<file path="src/rtl/video_timing_pkg.sv">
// Shared definitions for the video pattern generator slice.
//   - state_e          : timing FSM states (IDLE, RUN, DRAIN)
//   - PAT_*            : pattern select codes
//   - COL_*            : 24-bit {R,G,B} colours of the eight colour bars
//   - bar_colour()     : bar index (0 = leftmost) to colour
package video_timing_pkg;

  typedef enum logic [1:0] {
    IDLE  = 2'd0,
    RUN   = 2'd1,
    DRAIN = 2'd2
  } state_e;

  localparam logic [1:0] PAT_BARS  = 2'd0;
  localparam logic [1:0] PAT_CHECK = 2'd1;
  localparam logic [1:0] PAT_RAMP  = 2'd2;
  localparam logic [1:0] PAT_BOX   = 2'd3;

  localparam logic [23:0] COL_WHITE   = 24'hFFFFFF;
  localparam logic [23:0] COL_YELLOW  = 24'hFFFF00;
  localparam logic [23:0] COL_CYAN    = 24'h00FFFF;
  localparam logic [23:0] COL_GREEN   = 24'h00FF00;
  localparam logic [23:0] COL_MAGENTA = 24'hFF00FF;
  localparam logic [23:0] COL_RED     = 24'hFF0000;
  localparam logic [23:0] COL_BLUE    = 24'h0000FF;
  localparam logic [23:0] COL_BLACK   = 24'h000000;

  function automatic logic [23:0] bar_colour(input logic [2:0] idx);
    logic [23:0] col;
    case (idx)
      3'd0:    col = COL_WHITE;
      3'd1:    col = COL_YELLOW;
      3'd2:    col = COL_CYAN;
      3'd3:    col = COL_GREEN;
      3'd4:    col = COL_MAGENTA;
      3'd5:    col = COL_RED;
      3'd6:    col = COL_BLUE;
      default: col = COL_BLACK;
    endcase
    return col;
  endfunction

endpackage

</file>
<file path="src/rtl/video_pattern_gen_if.sv">
// Video output bundle of the pattern generator.
//   HSync/VSync/VDE : raster timing, RGBout : {R,G,B} pixel,
//   FrameStart      : pulse on pixel (0,0), PixelX/PixelY : output pixel coordinates.
// master = the generator (drives), slave = the downstream consumer.
interface video_pattern_gen_if;
  logic        HSync;
  logic        VSync;
  logic        VDE;
  logic [23:0] RGBout;
  logic        FrameStart;
  logic [11:0] PixelX;
  logic [11:0] PixelY;

  modport master (output HSync, VSync, VDE, RGBout, FrameStart, PixelX, PixelY);
  modport slave  (input  HSync, VSync, VDE, RGBout, FrameStart, PixelX, PixelY);
endinterface

</file>
<file path="src/rtl/video_pattern_rom.sv">
// Combinational test-pattern source: (pattern, x, y[, fcnt]) -> {R,G,B}.
//   pat  : pattern code (bars / checkerboard / grey ramp / white box)
//   x, y : active-region pixel coordinates
//   fcnt : frame index, present only when PATTERN_SCROLL_EN is defined; it
//          shifts x for patterns 1..3 so the image scrolls one pixel per frame
//   rgb  : pixel colour
module video_pattern_rom
  import video_timing_pkg::*;
#(
  parameter int H_ACTIVE = 640,
  parameter int V_ACTIVE = 480
) (
  input  logic [1:0]  pat,
  input  logic [11:0] x,
  input  logic [11:0] y,
`ifdef PATTERN_SCROLL_EN
  input  logic [11:0] fcnt,
`endif
  output logic [23:0] rgb
);

  localparam logic [11:0] BAR_W  = 12'(H_ACTIVE / 8);
  localparam logic [11:0] BOX_X0 = 12'(H_ACTIVE / 4);
  localparam logic [11:0] BOX_X1 = 12'((3 * H_ACTIVE) / 4);
  localparam logic [11:0] BOX_Y0 = 12'(V_ACTIVE / 4);
  localparam logic [11:0] BOX_Y1 = 12'((3 * V_ACTIVE) / 4);

  logic [11:0] xs_s;
  logic [2:0]  bar_idx_s;
  logic        in_box_s;

  // Pattern selection; the last bar index saturates at 7 so it absorbs the remainder.
  always_comb begin
`ifdef PATTERN_SCROLL_EN
    xs_s = x + fcnt;
`else
    xs_s = x;
`endif
    bar_idx_s = 3'd0;
    for (int i = 1; i < 8; i++) begin
      bar_idx_s = (x >= 12'(i * BAR_W)) ? 3'(i) : bar_idx_s;
    end
    in_box_s = (xs_s >= BOX_X0) && (xs_s < BOX_X1) && (y >= BOX_Y0) && (y < BOX_Y1);
    case (pat)
      PAT_BARS:  rgb = bar_colour(bar_idx_s);
      PAT_CHECK: rgb = (xs_s[5] ^ y[5]) ? COL_BLACK : COL_WHITE;
      PAT_RAMP:  rgb = {3{xs_s[7:0]}};
      PAT_BOX:   rgb = in_box_s ? COL_WHITE : COL_BLACK;
      default:   rgb = COL_BLACK;
    endcase
  end

endmodule

</file>
<file path="src/rtl/video_pattern_gen.sv">
// Parameterised raster timing generator with deterministic test patterns.
//   CLK, RST (synchronous, active-high), Enable (stream request),
//   Pattern (2-bit select, sampled at frame start), vid (video output bundle).
// Every output is registered one cycle after the (hcnt, vcnt) it describes.
// Optional build macro: PATTERN_SCROLL_EN (per-frame horizontal scroll).
module video_pattern_gen
  import video_timing_pkg::*;
#(
  parameter int   H_ACTIVE = 640,
  parameter int   H_FP     = 16,
  parameter int   H_SYNC   = 96,
  parameter int   H_BP     = 48,
  parameter int   V_ACTIVE = 480,
  parameter int   V_FP     = 10,
  parameter int   V_SYNC   = 2,
  parameter int   V_BP     = 33,
  parameter logic SYNC_POL = 1'b0
) (
  input  logic                CLK,
  input  logic                RST,
  input  logic                Enable,
  input  logic [1:0]          Pattern,
  video_pattern_gen_if.master vid
);

  localparam logic [11:0] H_ACT  = 12'(H_ACTIVE);
  localparam logic [11:0] V_ACT  = 12'(V_ACTIVE);
  localparam logic [11:0] HS_ON  = 12'(H_ACTIVE + H_FP);
  localparam logic [11:0] HS_OFF = 12'(H_ACTIVE + H_FP + H_SYNC);
  localparam logic [11:0] VS_ON  = 12'(V_ACTIVE + V_FP);
  localparam logic [11:0] VS_OFF = 12'(V_ACTIVE + V_FP + V_SYNC);
  localparam logic [11:0] H_LAST = 12'(H_ACTIVE + H_FP + H_SYNC + H_BP - 1);
  localparam logic [11:0] V_LAST = 12'(V_ACTIVE + V_FP + V_SYNC + V_BP - 1);

  state_e      state_q, state_d;
  logic [11:0] hcnt_q, hcnt_d, vcnt_q, vcnt_d;
  logic [1:0]  pat_q, pat_d;
  logic        hsync_q, hsync_d, vsync_q, vsync_d, vde_q, vde_d, fs_q, fs_d;
  logic [23:0] rgb_q, rgb_d;
  logic [11:0] px_q, px_d, py_q, py_d;

  logic        emit_s, origin_s, h_last_s, f_last_s, active_s;
  logic [1:0]  pat_sel_s;
  logic [23:0] rom_rgb_s;

`ifdef PATTERN_SCROLL_EN
  logic [11:0] fcnt_q, fcnt_d, fcnt_sel_s;
`endif

  // Cycle qualifiers: a pixel is emitted in RUN/DRAIN, or from IDLE on the cycle Enable starts a frame.
  always_comb begin
    emit_s    = (state_q == IDLE) ? Enable : 1'b1;
    origin_s  = (hcnt_q == 12'd0) && (vcnt_q == 12'd0);
    h_last_s  = (hcnt_q == H_LAST);
    f_last_s  = h_last_s && (vcnt_q == V_LAST);
    active_s  = (hcnt_q < H_ACT) && (vcnt_q < V_ACT);
    // The origin pixel already uses the new selection so a frame never mixes patterns.
    pat_sel_s = (emit_s && origin_s) ? Pattern : pat_q;
    pat_d     = pat_sel_s;
  end

`ifdef PATTERN_SCROLL_EN
  // fcnt_q counts FrameStarts; inside a frame the started frame's index is fcnt_q - 1.
  always_comb begin
    fcnt_d     = (emit_s && origin_s) ? (fcnt_q + 12'd1) : fcnt_q;
    fcnt_sel_s = (emit_s && origin_s) ? fcnt_q : (fcnt_q - 12'd1);
  end
`endif

  // Next FSM state: a frame in flight always runs to its last pixel before IDLE.
  always_comb begin
    case (state_q)
      IDLE:    state_d = Enable ? RUN : IDLE;
      RUN:     state_d = Enable ? RUN : (f_last_s ? IDLE : DRAIN);
      DRAIN:   state_d = Enable ? RUN : (f_last_s ? IDLE : DRAIN);
      default: state_d = IDLE;
    endcase
  end

  // Raster counters advance only on emitted pixels, so IDLE holds them at (0,0).
  always_comb begin
    if (!emit_s) begin
      hcnt_d = hcnt_q;
      vcnt_d = vcnt_q;
    end else if (h_last_s) begin
      hcnt_d = 12'd0;
      vcnt_d = (vcnt_q == V_LAST) ? 12'd0 : (vcnt_q + 12'd1);
    end else begin
      hcnt_d = hcnt_q + 12'd1;
      vcnt_d = vcnt_q;
    end
  end

  video_pattern_rom #(
    .H_ACTIVE (H_ACTIVE),
    .V_ACTIVE (V_ACTIVE)
  ) u_rom (
    .pat  (pat_sel_s),
    .x    (hcnt_q),
    .y    (vcnt_q),
`ifdef PATTERN_SCROLL_EN
    .fcnt (fcnt_sel_s),
`endif
    .rgb  (rom_rgb_s)
  );

  // Output decode for the current counter state; coordinates hold their last active value.
  always_comb begin
    if (emit_s) begin
      vde_d   = active_s;
      rgb_d   = active_s ? rom_rgb_s : 24'h000000;
      hsync_d = ((hcnt_q >= HS_ON) && (hcnt_q < HS_OFF)) ? SYNC_POL : ~SYNC_POL;
      vsync_d = ((vcnt_q >= VS_ON) && (vcnt_q < VS_OFF)) ? SYNC_POL : ~SYNC_POL;
      fs_d    = origin_s;
      px_d    = active_s ? hcnt_q : px_q;
      py_d    = active_s ? vcnt_q : py_q;
    end else begin
      vde_d   = 1'b0;
      rgb_d   = 24'h000000;
      hsync_d = ~SYNC_POL;
      vsync_d = ~SYNC_POL;
      fs_d    = 1'b0;
      px_d    = px_q;
      py_d    = py_q;
    end
  end

  // State, counters and output registers with synchronous reset.
  always_ff @(posedge CLK) begin
    if (RST) begin
      state_q <= IDLE;
      hcnt_q  <= 12'd0;
      vcnt_q  <= 12'd0;
      pat_q   <= 2'd0;
      hsync_q <= ~SYNC_POL;
      vsync_q <= ~SYNC_POL;
      vde_q   <= 1'b0;
      fs_q    <= 1'b0;
      rgb_q   <= 24'h000000;
      px_q    <= 12'd0;
      py_q    <= 12'd0;
`ifdef PATTERN_SCROLL_EN
      fcnt_q  <= 12'd0;
`endif
    end else begin
      state_q <= state_d;
      hcnt_q  <= hcnt_d;
      vcnt_q  <= vcnt_d;
      pat_q   <= pat_d;
      hsync_q <= hsync_d;
      vsync_q <= vsync_d;
      vde_q   <= vde_d;
      fs_q    <= fs_d;
      rgb_q   <= rgb_d;
      px_q    <= px_d;
      py_q    <= py_d;
`ifdef PATTERN_SCROLL_EN
      fcnt_q  <= fcnt_d;
`endif
    end
  end

  assign vid.HSync      = hsync_q;
  assign vid.VSync      = vsync_q;
  assign vid.VDE        = vde_q;
  assign vid.RGBout     = rgb_q;
  assign vid.FrameStart = fs_q;
  assign vid.PixelX     = px_q;
  assign vid.PixelY     = py_q;

endmodule

</file>
<file path="src/flat_wrapper.sv">
// flat-port wrapper written by rule: the top's interface ports become plain ports
module video_pattern_gen_flat import video_timing_pkg::*;
#(
  parameter int   H_ACTIVE = 640,
  parameter int   H_FP     = 16,
  parameter int   H_SYNC   = 96,
  parameter int   H_BP     = 48,
  parameter int   V_ACTIVE = 480,
  parameter int   V_FP     = 10,
  parameter int   V_SYNC   = 2,
  parameter int   V_BP     = 33,
  parameter logic SYNC_POL = 1'b0
)
  (CLK, RST, Enable, Pattern, vid_HSync, vid_VSync, vid_VDE, vid_RGBout, vid_FrameStart, vid_PixelX, vid_PixelY);
  video_pattern_gen_if vid_i ();
  input  logic CLK;
  input  logic RST;
  input  logic Enable;
  input  logic [1:0] Pattern;
  output wire logic [$bits(vid_i.HSync)-1:0] vid_HSync;
  output wire logic [$bits(vid_i.VSync)-1:0] vid_VSync;
  output wire logic [$bits(vid_i.VDE)-1:0] vid_VDE;
  output wire logic [$bits(vid_i.RGBout)-1:0] vid_RGBout;
  output wire logic [$bits(vid_i.FrameStart)-1:0] vid_FrameStart;
  output wire logic [$bits(vid_i.PixelX)-1:0] vid_PixelX;
  output wire logic [$bits(vid_i.PixelY)-1:0] vid_PixelY;
  assign vid_HSync = vid_i.HSync;
  assign vid_VSync = vid_i.VSync;
  assign vid_VDE = vid_i.VDE;
  assign vid_RGBout = vid_i.RGBout;
  assign vid_FrameStart = vid_i.FrameStart;
  assign vid_PixelX = vid_i.PixelX;
  assign vid_PixelY = vid_i.PixelY;
  video_pattern_gen #(.H_ACTIVE(H_ACTIVE), .H_FP(H_FP), .H_SYNC(H_SYNC), .H_BP(H_BP), .V_ACTIVE(V_ACTIVE), .V_FP(V_FP), .V_SYNC(V_SYNC), .V_BP(V_BP), .SYNC_POL(SYNC_POL)) u_core (.CLK(CLK), .RST(RST), .Enable(Enable), .Pattern(Pattern), .vid(vid_i));
endmodule
</file>
<file path="config.mk">
export PLATFORM = sky130hd
export DESIGN_NAME = video_pattern_gen_flat
export DESIGN_NICKNAME = d
export VERILOG_FILES = /design/src/rtl/video_timing_pkg.sv /design/src/rtl/video_pattern_gen_if.sv /design/src/rtl/video_pattern_rom.sv /design/src/rtl/video_pattern_gen.sv /design/src/flat_wrapper.sv
export SDC_FILE = /design/constraint.sdc
export NUM_CORES = 1
export LEC_CHECK = 0
export ABC_AREA = 1
export CORE_ASPECT_RATIO = 1.1
export CORE_UTILIZATION = 45
export CTS_CLUSTER_DIAMETER = 60
export CTS_CLUSTER_SIZE = 28
export DETAILED_ROUTE_END_ITERATION = 8
export GPL_TIMING_DRIVEN = 0
export PLACE_DENSITY_LB_ADDON = 0.25
export RECOVER_POWER = 25
export SYNTH_ARGS = -nofsm -noshare
export SYNTH_HDL_FRONTEND = slang
export SYNTH_SLANG_ARGS = --single-unit
</file>
<file path="constraint.sdc">
create_clock -name CLK -period 1.96 [get_ports CLK]
set_clock_uncertainty 0.15 [all_clocks]
set_input_delay 0.294 -clock CLK [delete_from_list [all_inputs] [get_ports CLK]]
set_output_delay 0.294 -clock CLK [all_outputs]
set_load 0.01 [all_outputs]
</file>
==> results of run 1 <==
==> layer usage <==
metal	global-route usage, %	vias to the layer above	share of wire (%)
li1	-	1799	-
met1	28.0	1668	41
met2	43.0	92	52
met3	3.23	30	3.3
met4	13.5	0	3.8
met5	0	-	0
==> how the worst max path moves through the flow <==
stage                                       end
after floorplan            u_core.vid.RGBout[5]
after global placement        u_core.hcnt_q[11]
after detailed placement      u_core.hcnt_q[11]
after CTS                 u_core.vid.RGBout[15]
after global routing       u_core.vid.RGBout[6]
final                      u_core.vid.RGBout[6]
==> timing repair <==
action,CTS,global route
pin swaps,21,35
gates cloned,3,0
setup endpoints to repair,40,53
buffers inserted,9,17
resized for setup,53,50
==> cell families (layout without fill, tap and decap cells) <==
family          Yosys count  count (layout)  share of synthesized area (%)
compound gates           56              56                           7.76
fa+ha+maj                 6               6                           2.01
flops                    80              80                           43.0
buf+inv                  84             183                           10.1
simple gates            260             261                           34.6
xor+xnor                 11              11                           2.59
==> flip-flops by register name (all words and copies together) (netlist names) <==
signal	cells
u_core.vid.PixelY	12
u_core.vid.PixelX	12
u_core.vid.VDE	1
u_core.vcnt_q	12
u_core.vid.FrameStart	1
u_core.hcnt_q	12
u_core.pat_q	2
u_core.vid.HSync	1
u_core.state_q	2
u_core.vid.VSync	1
u_core.vid.RGBout	24
==> placed cells by master (no fill, tap or decap), types with 15 or more instances in the layout <==
cell	n
inv_2	15
nand3_2	22
nor2_1	39
clkdlybuf4s50_1	56
a21oi_1	28
buf_4	29
inv_1	50
nand2_1	92
dfxtp_1	64
nand3_1	32
==> through the flow <==
stage | instances | hold WS, ns | utilization, % | setup TNS [ns]
after detailed placement | 661 | 0.281 | 55.6 | -12.16
after CTS | 689 | 0.297 | 61.6 | -2.03
after global routing | 705 | 0.329 | 65.4 | -4.08
after floorplan | 497 | 0.277 | - | 0
after global placement | 661 | 0.277 | 55.6 | -10.75
final | 705 | 0.292 | 65.4 | -1.72
==> Yosys cell counts, types with 10 or more instances <==
cell type	n
nor3_1	11
nand3_1	59
nand4_1	10
dfxtp_1	80
inv_1	59
nor2_1	48
o21ai_1	13
o21ai_0	11
nand2_1	95
xor2_1	10
a21oi_1	28
==> worst max-delay path: cells and delay by family, from the launching register on <==
| family | cells | cell delay (ns) |
|---|---|---|
| buf+inv | 2 | 0.19 |
| flops | 1 | 0.38 |
| simple gates | 9 | 1.26 |
==> area by class of cell <==
| class | instances | area [um2] | share of cell area [%] |
|---|---|---|---|
| tap | 108 | 135 | 2.60 |
| sequential | 80 | 1630 | 31.3 |
| multi-input combinational | 334 | 2090 | 40.3 |
| clock buffer | 10 | 138 | 2.65 |
| inverter | 70 | 278 | 5.34 |
| timing repair buffer | 84 | 778 | 15.0 |
| buffer | 13 | 98.8 | 1.90 |
| clock inverter | 6 | 51.3 | 0.987 |
==> power by group through the flow <==
stage	Combinational (mW)	Sequential (mW)	Clock [mW]
after floorplan	0.402	1.87	0
after global placement	0.735	1.82	0
after detailed placement	0.749	1.82	0
after CTS	0.877	1.78	1.19
after global routing	1.05	1.80	1.26
final	0.970	1.78	1.17
==> summary.md, run 1 <==
| Metric | Value |
|---|---|
| Critical R2R Capture | u_core.vid.RGBout[6] |
| Relative slew slack | 56.4% |
| Fmax | 479 MHz |
| Clock slew at reported path FFs | 0.09 ns |
| Critical Path RT | 2.07 ns |
| Final Instance Area | 0.00520 mm2 |
| Initial DRC Count | 221 |
| CP startpoint kind | register |
| Syn avg cell area | 7.50 um2 |
| Hold Crit Depth | 2 |
| Share of post-route cells with drive strength above 1 | 27.3% |
| P&R area growth vs syn | 39.5% |
| Clock Path Buffers | 2 |
| Final net count | 603 |
| Yosys cell types | 36 |
| # DRC | 0 |
| Setup slack, reg-to-reg | -0.13 ns |
| Drt wl/cell | 14.4 um |
| Inserted Diodes | 0 |
| DP HPWL | 7.21 mm |
| Final setup fails | 24 |
| Synth top area cells | dfxtp_1, nand2_1, nand3_1 |
| Clock power share | 29.9% |
| Layout filler cell count | 698 |
| Fin. Hold Viols | 0 |
| Num Clock Sinks | 80 |
| HP Class | reg -> reg |
| Final worst slack | -0.130 ns |
| Number of synthesis warnings | 0 |
| Total core area | 0.00796 mm2 |
| Die Footprint | 0.00865 mm2 |
| Net switching power | 1.24 mW |
| RSZ-0062 raised after global routing | true |
| Inserted Clock Buffers | 9 |
| Initial core utilization | 46.8% |
| Vias per inst | 5.09 |
| FFs w/ async S/R, synth | 0% |
| Sequential power share | 45.4% |
| HP Start | u_core.vid.PixelY[10] |
| DR pass1 iterations | 4 |
| Initial antenna violation count | 0 |
| Post-place instance area | 0.00442 mm2 |
| WP data arrival | 2.20 ns |
| Root buffer cell | clkbuf_8 |
| Min Tclk post-route | 2.09 ns |
| Failing checks | setup timing |
| Global-route wire length before repair | 16.1 mm |
| CP Launch Point | u_core.vcnt_q[2] |
| Comb power frac | 24.7% |
| Depth of the most critical reg-to-reg path | 11 |
| Critical R2R Launch | u_core.vcnt_q[2] |
| Synth Net Count | 508 |
| Gr ovfl total | 0 |
| Routed WL | 10.1 mm |
| GRT Total Usage | 24.5% |
| Row Count | 34 |
| Clk_lat worst skew | 0.36 ns |
| Number of global-route vias before repair | 3,455 |
| Final GP Congestion | 0.918 |
| Crit-path max FO | 8 |
| Syn Inst Count | 497 |
| Power density over cell area | 755 mW/mm2 |
| Hold endpoint | u_core.vid.PixelY[10] |
| Pwr Total | 3.92 mW |
| Ys flop type | dfxtp_1 |
| Peak supply drop | 0.000415 V |
| Sequential element share of the synthesized area | 43.0% |
| Final slew viol count | 0 |
| Critical Path, Cell by Cell | nor2_1, nand3_4, nor3_4, nand2_2, nand2_4, nand3_2, nand3_4, buf_6, nand3_2, nand2_1, inv_1 |
| Height of the die | 97.4 um |
| Place WS | -0.432 ns |
| Crit path largest cell delay | 0.38 ns |
| Crit path kind | reg -> reg |
| H-tree levels | 3 |
| Synth Cell Area | 0.00373 mm2 |
| Synth top area share | 43.0% |
| Crit path capture type | register |
| EDFF count, synth | 0 |
| P_int | 2.69 mW |
| Number of buffer cells added on primary ports | 56 |
| Final Cycle Share | 107% |
| CTS tree | yes |
| P_leak | 2.30 nW |
| Die Width | 88.8 um |
| Slew of the pin with the lowest slew margin | 0.654 ns |
| Via Count | 3,589 |
| I/O pins | 57 |
| Cell taking the most area after synthesis | dfxtp_1 |
| Status | finished with violations |
| # hold bufs at CTS | 0 |
| Sw frac | 31.5% |
| Flops & latches, synth | 80 |
| CP max stage cell | dfxtp_1 |
| Routed Antenna Nets | 0 |
| Number of max-cap violations | 0 |
| Largest net degree at the start of global routing | 16 |
No activity file was read; power rests on OpenSTA's default activity.
==> run 2: changes to the inputs <==
--- a/config.mk
+++ b/config.mk
@@ -8,7 +8,6 @@
 export ABC_AREA = 1
 export CORE_ASPECT_RATIO = 1.1
 export CORE_UTILIZATION = 45
-export CTS_CLUSTER_DIAMETER = 60
 export CTS_CLUSTER_SIZE = 28
 export DETAILED_ROUTE_END_ITERATION = 8
 export GPL_TIMING_DRIVEN = 0
==> results of run 2 <==
Final layout, timing and power as in run 1 (identical DEF).
==> run 3: changes to the inputs <==
--- a/config.mk
+++ b/config.mk
@@ -13,6 +13,7 @@
 export GPL_TIMING_DRIVEN = 0
 export PLACE_DENSITY_LB_ADDON = 0.25
 export RECOVER_POWER = 25
+export REMOVE_ABC_BUFFERS = 1
 export SYNTH_ARGS = -nofsm -noshare
 export SYNTH_HDL_FRONTEND = slang
 export SYNTH_SLANG_ARGS = --single-unit
==> summary.md, run 3 (synthesis results as in run 1) <==
| Metric | Value |
|---|---|
| Clock slew at reported path FFs | 0.08 ns (about the same) |
| Final worst slack | -0.133 ns (-0.00334 ns) |
| Number of buffer cells added on primary ports | 56 (unchanged) |
| Crit path largest cell delay | 0.34 ns (-0.04 ns) |
| RSZ-0062 raised after global routing | true |
| Critical Path RT | 2.11 ns (+0.04 ns) |
| Peak supply drop | 0.000530 V (+28%) |
| Critical Path, Cell by Cell | inv_2, ha_4, nand3_4, nor3_4, nand2_2, nand2_4, nand2_8, nor2_4, nand2_4, nand3_2, nand2_1, inv_1 |
| DP HPWL | 6.33 mm (-12%) |
| Share of post-route cells with drive strength above 1 | 27.6% (+0.31 points) |
| Height of the die | 97.4 um (unchanged) |
| # placed instances | 647 (-2.1%) |
| Top Family by Delay on Critical Path | simple AND/OR/NAND/NOR gates |
| Final net count | 601 (-0.33%) |
| Die Width | 88.8 um (unchanged) |
| Max FFs per register | 24 (unchanged) |
| Fin cells | 702 (-0.43%) |
| Crit path kind | reg -> reg |
| CP startpoint kind | register |
| Register area | 0.00162 mm2 (-0.31%) |
| Total core area | 0.00796 mm2 (unchanged) |
| CTS tree | yes |
| Layout filler cell count | 679 (-2.7%) |
| Commonest non-fill, non-tap cells in the layout | nand2_1, dfxtp_1, clkdlybuf4s50_1 |
| Num Clock Sinks | 80 (unchanged) |
| HP Class | reg -> reg |
| Initial antenna violation count | 0 (unchanged) |
| Vias per inst | 5.10 (+0.12%) |
| Final Cycle Share | 107% (+0.17 points) |
| GRT Total Usage | 22.9% (-1.6 points) |
| Die Footprint | 0.00865 mm2 (unchanged) |
| Routed WL | 10.4 mm (+2.4%) |
| Crit path capture type | register |
| Failing checks | setup timing |
| Root buffer cell | clkbuf_8 |
| Relative slew slack | 60.2% (+3.8 points) |
| Inserted Diodes | 0 (unchanged) |
| Critical Path Most Common Cell | nand2_4 |
| Clock Path Buffers | 2 (unchanged) |
| # DRC | 0 (unchanged) |
| Commonest non-fill, non-tap cell in the layout | nand2_1 |
| H-tree levels | 3 (unchanged) |
| Number of global-route vias before repair | 3,238 (-6.3%) |
| Initial core utilization | 46.8% (unchanged) |
| Crit-path max FO | 8 (unchanged) |
| CP max stage cell | dfxtp_2 |
| P_leak | 2.32 nW (+0.85%) |
| Post-place instance area | 0.00432 mm2 (-2.4%) |
| Slew of the pin with the lowest slew margin | 0.597 ns (-0.0564 ns) |
| Pwr Total | 3.86 mW (-1.7%) |
| Drt wl/cell | 14.8 um (+2.8%) |
| I/O pins | 57 (unchanged) |
| # hold bufs at CTS | 0 (unchanged) |
| Power density over cell area | 738 mW/mm2 (-2.2%) |
| Final Instance Area | 0.00523 mm2 (+0.58%) |
| Final GP Congestion | 0.921 (+0.37%) |
| Fmax | 478 MHz (-0.16%) |
| WP data arrival | 2.24 ns (+0.04 ns) |
| Area of the multi-input gates | 0.00216 mm2 (+3.4%) |
| Initial DRC Count | 212 (-4.1%) |
| P&R area growth vs syn | 40.3% |
| Status | finished with violations |
| Row Count | 34 (unchanged) |
| Routed Antenna Nets | 0 (unchanged) |
| Final slew viol count | 0 (unchanged) |
| Min Tclk post-route | 2.09 ns (+0.00334 ns) |
| Global-route wire length before repair | 15.2 mm (-5.3%) |
| Gr ovfl total | 0 (unchanged) |
| Number of max-cap violations | 0 (unchanged) |
| Clk_lat worst skew | 0.36 ns (about the same) |
| Largest net degree at the start of global routing | 26 (+10) |
| Via Count | 3,578 (-0.31%) |
| WP buf/inv | 2 (unchanged) |
| DR pass1 iterations | 4 (unchanged) |
| Fin. Hold Viols | 0 (unchanged) |
| Inserted Clock Buffers | 9 (unchanged) |
| Final setup fails | 24 (unchanged) |
| Core Util, Final | 65.7% (+0.38 points) |
-- run 3: cell types whose count changed in the layout (fill, tap and decap cells not counted), moves of 3 or more --
cell      delta
nor2_1       +3
nand3_1     -11
dfxtp_2      -7
clkinv_2     +3
inv_2        -3
nand3_2     +13
clkbuf_1     -3
buf_6        -7
dfxtp_1      +6
buf_4        +4
-- run 3: repair_timing --
item	in CTS	in global routing
gates resized for setup	69	36
pin swaps	27	29
gates cloned	2	3
buffers inserted	20	15
endpoints found under the setup margin	63	57
-- run 3: worst paths after layout --
path	start	end	slack [ns]	depth (start not counted)
worst min register to register	u_core.vid.PixelY[10]	u_core.vid.PixelY[10]	0.29	2
worst max-delay path	u_core.vcnt_q[1]	u_core.vid.RGBout[19]	-0.13	12
worst max register to register	u_core.vcnt_q[1]	u_core.vid.RGBout[19]	-0.13	12
worst min-delay path	u_core.vid.PixelY[10]	u_core.vid.PixelY[10]	0.29	2
-- run 3: final cells by class --
class	instances	share of cell area, %
Timing Repair inverter	2	0.215
Inverter	70	5.48
Timing Repair Buffer	91	16.2
Multi-Input combinational cell	336	41.4
Clock buffer	9	2.37
Tap cell	108	2.58
Sequential cell	80	31.0
Clock inverter	6	0.718
-- run 3: tightest hold or removal path: stages, from the launching register on --
cell     delay (ns)
dfxtp_1        0.32
nand2_1        0.06
nor2_1         0.03
-- run 3: power breakdown --
group	switching (mW)	leakage [nW]	total (mW)	internal, mW
registers	0.0437	0.660	1.78	1.74
clock network	0.608	0.0769	1.05	0.445
logic	0.571	1.58	1.02	0.453
total	1.22	2.32	3.86	2.64
-- run 3: per-layer routing --
layer  routed length (um)  global-route usage [%]  share of wire, %
met4                  284                    10.8               2.7
met2                 5140                    36.6                49
met1                 4430                    30.1                43
met3                  534                    3.31               5.1
met5                    0                       0                 0
-- run 3: per-stage QoR --
step	TNS (ns)	hold slack (ns)	setup WS (ns)
2_1_floorplan	0	0.213	0.0351
5_1_grt	-4.97	0.307	-0.255
4_1_cts	-1.23	0.289	-0.0694
3_3_place_gp	-44.30	0.277	-0.925
3_5_place_dp	-49.91	0.278	-1.05
6_report	-2.30	0.288	-0.133
